`config.mk`:
```
export PLATFORM = sky130hd
export DESIGN_NAME = i2c_cfg_master
export DESIGN_NICKNAME = d
export VERILOG_FILES = /design/src/rtl/i2c_pkg.sv /design/src/rtl/i2c_cfg_master_qtick.sv /design/src/rtl/i2c_cfg_master.sv
export SDC_FILE = /design/constraint.sdc
export NUM_CORES = 1
export LEC_CHECK = 0
export BUFFER_PORTS_ARGS = -buffer_cell sky130_fd_sc_hd__buf_2
export CORE_MARGIN = 3
export CORE_UTILIZATION = 55
export DETAILED_ROUTE_END_ITERATION = 8
export MAX_ROUTING_LAYER = met4
export PLACE_DENSITY = 0.76
export SLEW_MARGIN = 0
export SYNTH_ARGS = -nofsm -noshare
export SYNTH_HDL_FRONTEND = slang
export SYNTH_SLANG_ARGS = --single-unit
export TNS_END_PERCENT = 5
```
`constraint.sdc`:
```
create_clock -name clk -period 5.2 [get_ports clk]
set_input_delay 1.04 -clock clk [delete_from_list [all_inputs] [get_ports clk]]
set_output_delay 1.04 -clock clk [all_outputs]
set_load 0.03 [all_outputs]
```
`src/rtl/i2c_pkg.sv`:
```
// -----------------------------------------------------------------------------
// i2c_pkg
// Shared types and constants for the I2C configuration master.
//   state_t : frame sequencer states
//   qp_t    : quarter-phase encoding within one SCL bit slot
//   I2C_W   : R/W bit value for a write transfer
// -----------------------------------------------------------------------------
package i2c_pkg;

    typedef enum logic [2:0] {
        IDLE,
        START,
        BIT,
        ACK,
        STOP,
        GAP
    } state_t;

    // qp0/qp1: SCL low, qp2/qp3: SCL high
    typedef enum logic [1:0] {
        QP0,
        QP1,
        QP2,
        QP3
    } qp_t;

    localparam logic I2C_W = 1'b0;

endpackage

```
`src/rtl/i2c_cfg_master_qtick.sv`:
```
// -----------------------------------------------------------------------------
// i2c_qtick
// Quarter-period tick generator. While enabled, q_o pulses for one clk every
// CLK_DIV clks and qp_o (0..3) advances on each pulse. Disabled => held at 0.
//   clk, reset : clock, async active-low reset
//   en_i       : run enable
//   q_o        : one-clk quarter tick
//   qp_o       : current quarter phase
// -----------------------------------------------------------------------------
module i2c_qtick
    import i2c_pkg::*;
#(
    parameter int CLK_DIV = 125
) (
    input  logic       clk,
    input  logic       reset,
    input  logic       en_i,
    output logic       q_o,
    output logic [1:0] qp_o
);

    localparam int CW = $clog2(CLK_DIV);

    logic [CW-1:0] cnt_q;
    logic [1:0]    qp_q;

    assign q_o  = en_i && (cnt_q == CW'(CLK_DIV - 1));
    assign qp_o = qp_q;

    always_ff @(posedge clk or negedge reset) begin
        if (!reset) begin
            cnt_q <= '0;
            qp_q  <= QP0;
        end else if (!en_i) begin
            cnt_q <= '0;
            qp_q  <= QP0;
        end else if (q_o) begin
            cnt_q <= '0;
            qp_q  <= qp_q + 2'd1;
        end else begin
            cnt_q <= cnt_q + CW'(1);
        end
    end

endmodule

```
`src/rtl/i2c_cfg_master.sv`:
```
// -----------------------------------------------------------------------------
// i2c_cfg_master
// Write-only I2C configuration master. Walks a NUM_REGS-entry external table,
// sending START, DEV_ADDR+W, PAYLOAD_BYTES data bytes (MSB byte first), STOP
// per entry, with ACK checking and up to MAX_RETRY retries per NACKed frame.
//   clk, reset : clock, async active-low reset
//   start      : one-cycle run request (ignored while busy)
//   cfg_idx    : table index requested; cfg_data : entry for cfg_idx
//   busy/done  : run in progress / one-cycle completion pulse
//   err/err_idx: sticky retry-exhaustion flag / entry that failed
//   i2c_sclk   : SCL (push-pull); sda_oe : 1 pulls SDA low; sda_i : readback
// -----------------------------------------------------------------------------
module i2c_cfg_master
    import i2c_pkg::*;
#(
    parameter int         CLK_DIV       = 125,
    parameter int         NUM_REGS      = 9,
    parameter int         PAYLOAD_BYTES = 2,
    parameter logic [6:0] DEV_ADDR      = 7'h1A,
    parameter int         MAX_RETRY     = 3
) (
    input  logic                       clk,
    input  logic                       reset,
    input  logic                       start,
    output logic [7:0]                 cfg_idx,
    input  logic [8*PAYLOAD_BYTES-1:0] cfg_data,
    output logic                       busy,
    output logic                       done,
    output logic                       err,
    output logic [7:0]                 err_idx,
    output logic                       i2c_sclk,
    output logic                       sda_oe,
    input  logic                       sda_i
);

    localparam int             SW        = 8 * (PAYLOAD_BYTES + 1);
    localparam int             BW        = $clog2(PAYLOAD_BYTES + 1);
    localparam logic [BW-1:0]  LAST_BYTE = BW'(PAYLOAD_BYTES);
    localparam logic [7:0]     LAST_IDX  = 8'(NUM_REGS - 1);
    localparam logic [3:0]     RETRY_MAX = 4'(MAX_RETRY);

    state_t          state_q, state_d;
    logic [7:0]      idx_q, idx_d;
    logic [3:0]      retry_q, retry_d;
    logic [BW-1:0]   byte_q, byte_d;
    logic [2:0]      bit_q, bit_d;
    logic [SW-1:0]   shift_q, shift_d;
    logic            fail_q, fail_d;
    logic            busy_q, busy_d;
    logic            done_q, done_d;
    logic            err_q, err_d;
    logic [7:0]      erridx_q, erridx_d;
    logic            scl_q, scl_d;
    logic            oe_q, oe_d;

    logic            q;
    logic [1:0]      qp;
    logic            qend;

    i2c_qtick #(.CLK_DIV(CLK_DIV)) u_qtick (
        .clk   (clk),
        .reset (reset),
        .en_i  (busy_q),
        .q_o   (q),
        .qp_o  (qp)
    );

    assign qend = q && (qp == QP3);

    always_ff @(posedge clk or negedge reset) begin
        if (!reset) begin
            state_q  <= IDLE;
            idx_q    <= '0;
            retry_q  <= '0;
            byte_q   <= '0;
            bit_q    <= '0;
            shift_q  <= '0;
            fail_q   <= 1'b0;
            busy_q   <= 1'b0;
            done_q   <= 1'b0;
            err_q    <= 1'b0;
            erridx_q <= '0;
            scl_q    <= 1'b1;
            oe_q     <= 1'b0;
        end else begin
            state_q  <= state_d;
            idx_q    <= idx_d;
            retry_q  <= retry_d;
            byte_q   <= byte_d;
            bit_q    <= bit_d;
            shift_q  <= shift_d;
            fail_q   <= fail_d;
            busy_q   <= busy_d;
            done_q   <= done_d;
            err_q    <= err_d;
            erridx_q <= erridx_d;
            scl_q    <= scl_d;
            oe_q     <= oe_d;
        end
    end

    // Sequencer: every non-idle state spans whole 4-quarter slots and
    // advances on the tick that ends qp3.
    always_comb begin
        state_d  = state_q;
        idx_d    = idx_q;
        retry_d  = retry_q;
        byte_d   = byte_q;
        bit_d    = bit_q;
        shift_d  = shift_q;
        fail_d   = fail_q;
        busy_d   = busy_q;
        done_d   = 1'b0;
        err_d    = err_q;
        erridx_d = erridx_q;
        case (state_q)
            IDLE: begin
                if (start) begin
                    idx_d   = '0;
                    retry_d = '0;
                    err_d   = 1'b0;
                    busy_d  = 1'b1;
                    state_d = START;
                end
            end
            START: begin
                if (qend) begin
                    shift_d = {DEV_ADDR, I2C_W, cfg_data};
                    byte_d  = '0;
                    bit_d   = '0;
                    fail_d  = 1'b0;
                    state_d = BIT;
                end
            end
            BIT: begin
                if (qend) begin
                    shift_d = {shift_q[SW-2:0], 1'b0};
                    if (bit_q == 3'd7) begin
                        bit_d   = '0;
                        state_d = ACK;
                    end else begin
                        bit_d = bit_q + 3'd1;
                    end
                end
            end
            ACK: begin
                // Sampled at the end of qp2; held stable through qp3.
                if (q && (qp == QP2)) begin
                    fail_d = sda_i;
                end
                if (qend) begin
                    if (fail_q || (byte_q == LAST_BYTE)) begin
                        state_d = STOP;
                    end else begin
                        byte_d  = byte_q + BW'(1);
                        state_d = BIT;
                    end
                end
            end
            STOP: begin
                if (qend) begin
                    state_d = GAP;
                end
            end
            GAP: begin
                if (qend) begin
                    if (fail_q) begin
                        if (retry_q < RETRY_MAX) begin
                            retry_d = retry_q + 4'd1;
                            state_d = START;
                        end else begin
                            err_d    = 1'b1;
                            erridx_d = idx_q;
                            busy_d   = 1'b0;
                            state_d  = IDLE;
                        end
                    end else if (idx_q == LAST_IDX) begin
                        done_d  = 1'b1;
                        busy_d  = 1'b0;
                        state_d = IDLE;
                    end else begin
                        idx_d   = idx_q + 8'd1;
                        retry_d = '0;
                        state_d = START;
                    end
                end
            end
            default: state_d = IDLE;
        endcase
    end

    // Pin levels decoded from state/phase and registered, so the pads are
    // glitch-free and drop to the idle levels directly on reset.
    always_comb begin
        scl_d = 1'b1;
        oe_d  = 1'b0;
        case (state_q)
            START: oe_d = qp[1];
            BIT: begin
                scl_d = qp[1];
                oe_d  = ~shift_q[SW-1];
            end
            ACK:  scl_d = qp[1];
            STOP: begin
                scl_d = (qp != QP0);
                oe_d  = ~qp[1];
            end
            default: begin
                scl_d = 1'b1;
                oe_d  = 1'b0;
            end
        endcase
    end

    assign cfg_idx  = idx_q;
    assign busy     = busy_q;
    assign done     = done_q;
    assign err      = err_q;
    assign err_idx  = erridx_q;
    assign i2c_sclk = scl_q;
    assign sda_oe   = oe_q;

endmodule

```
==> metrics <==
Final Util 66.2%; most frequent cells in the layout 66 x dfrtp_1, 40 x buf_2, 31 x nand2_1; Critical Path Source Type flip-flop; global route overflow 0; Core ar. 0.00568 mm²; Cell variety after synth 58; max-capacitance violation count 0; crit path time final 2.52 ns; largest net degree at the start of global routing 68; Tot GR Track Use 21.5%; Avg WL per Cell 15.4 µm; post-CTS setup buffers 0; worst min path class reg2reg; Antenna Nets Post-Route 0; Root Driver clkbuf_8; crit path DAT 2.74 ns; layout cells sized above 1 22.9%; vias per inst 5.89; status finished clean; Async S/R FF share, synth 100%; die outline height 83.8 µm; area of the multi-input gates 0.00153 mm²; Port Buf Inserts 40; CP Max Fanout 21; Mean Syn Cell Area 10.8 µm²; Initial Util 58.7%; Max Transition Viols Final 0; Antenna Cells 0; Cells after Synth 307; final setup skew 0.00448 ns; CTS H-Tree Depth 3; Tightest Pin Transition 0.811 ns; Final period util 48.4%; Layout area overhead 12.8%; 1st-pass router iterations 4; leakage power 0.00174 µW; sequential share of the synthesized area 50.4%; initial antenna violation count 0; detailed router's first-iteration violation count 173; Row Count 27; maximum vdd drop 0.177 mV; number of I/O pins 41; GPL Wtd Cong 0.910; Fmax 398 MHz; Crit path required time 5.43 ns; most common cell after layout, fill and taps aside dfrtp_1; setup TNS 0 ns; Tot Pwr 1010 µW; Fillers 450; Placed Cells 407; path type of the worst setup path reg2reg; CTS sink cnt 67; vias 2487; RSZ-0062 raised after global routing false; Synth Net Count 338; Sequential Area 0.00168 mm²; Resized Gates After CTS 0; crit end category flip-flop; WL final 6.50 mm; first-pass GRT wire length 11.9 mm; Area after DPL 0.00356 mm²; TritonCTS Buffers 9; Setup violations, final 0; Clock Path Buffers 2; Final Hold Viols 0; Residual DRC 0; Final Non-Filler Cells 422; Yosys reg bits 67; vias in the first global route 2553; number of synthesized flops with an enable pin 0; slew margin rel. 45.9%; DP HPWL 4.39 mm; Nets 377; Final Cell Area 0.00376 mm²; most used flip-flop cell after synthesis dfrtp_1; die footprint 0.00703 mm²; Clock Latency Late Sink 0.34 ns; Yosys warning count 0; DIE WIDTH 83.8 µm; cts hold-fix bufs 0; TritonCTS clock tree yes; Clock transition at path regs 0.07 ns; Pwr Density 269 mW/mm²; Synth Cell Area 0.00333 mm²
[synth_stat cells, types with 7 or more instances]
| cell type | number | area [µm²] |
|---|---|---|
| dfrtp_1 | 66 | 1650 |
| o21ai_0 | 19 | 95.1 |
| ha_1 | 11 | 138 |
| a22o_1 | 7 | 61.3 |
| nand3_1 | 13 | 65.1 |
| nor2_1 | 14 | 52.6 |
| mux2i_1 | 19 | 190 |
| nand2_1 | 31 | 116 |
| a31oi_1 | 7 | 43.8 |
| a21oi_1 | 7 | 35.0 |
| inv_1 | 13 | 48.8 |
| mux2_2 | 10 | 113 |
[sequential cells by signal, indices dropped and copies added (netlist names), 3 cells and up]
register       count
bit_q              3
retry_q            4
u_qtick.cnt_q      7
cfg_idx            8
err_idx            8
state_q            3
shift_q           24
[worst paths after layout]
kind / startpoint / depth (start not counted) / to / slack, ns
worst max-delay path: state_q[2]$_DFFE_PN0P_ / 5 / err_idx[6]$_DFFE_PN0P_ / 2.68
worst min-delay path: shift_q[2]$_DFFE_PN0P_ / 2 / shift_q[2]$_DFFE_PN0P_ / 0.48
worst max register to register: state_q[2]$_DFFE_PN0P_ / 5 / err_idx[6]$_DFFE_PN0P_ / 2.68
worst min register to register: shift_q[2]$_DFFE_PN0P_ / 2 / shift_q[2]$_DFFE_PN0P_ / 0.48
max in group asynchronous: reset / 2 / done$_DFF_PN0_ / 3.80
min in group asynchronous: reset / 2 / shift_q[13]$_DFFE_PN0P_ / 0.87
[final cells by class]
class | instances | share of cell area [%]
Clock buffer | 13 | 4.23
Clock inverter | 2 | 0.932
Inverter | 13 | 1.30
Multi-Input combinational cell | 213 | 40.8
Sequential cell | 67 | 44.7
Tap cell | 72 | 2.40
Timing Repair Buffer | 42 | 5.73
[kinds of logic after synthesis]
logic type / after synthesis / synth area share, %
flops: 67 / 50.4
buf+inv: 27 / 3.64
fa+ha+maj: 11 / 4.13
xor+xnor: 7 / 1.84
simple gates: 95 / 16.1
mux: 29 / 9.09
compound gates: 71 / 14.8
[critical path, stage by stage, from the launching register on]
cell and delay (ns):
dfrtp_1 0.78, nand3b_1 0.41, nor3_1 0.27, buf_4 0.20, and2_1 0.36, mux2_2 0.39
[routing by layer]
metal / part of all wire, % / wire, µm / vias up / global-route usage (%)
met4: 2.3 / 148 / 0 / 9.94
met5: 0 / 0 / - / -
li1: - / - / 1197 / -
met1: 48 / 3090 / 1206 / 28.0
met2: 45 / 2940 / 73 / 32.6
met3: 4.9 / 321 / 11 / 4.15
[power by group]
part	leakage (µW)	switching (µW)	internal, µW
combinational	0.000831	30.0	17.0
clock	0.0000995	184	245
sequential	0.000811	8.61	526
total	0.00174	222	787
[per-stage QoR]
step                      setup slack [ns]  hold WS [ns]
after global placement                2.83         0.454
after detailed placement              2.73         0.471
after global routing                  2.50         0.510
after CTS                             2.72         0.486
final                                 2.68         0.478
after floorplan                       3.13         0.443
Note: power is estimated with default switching activity, not from simulation.
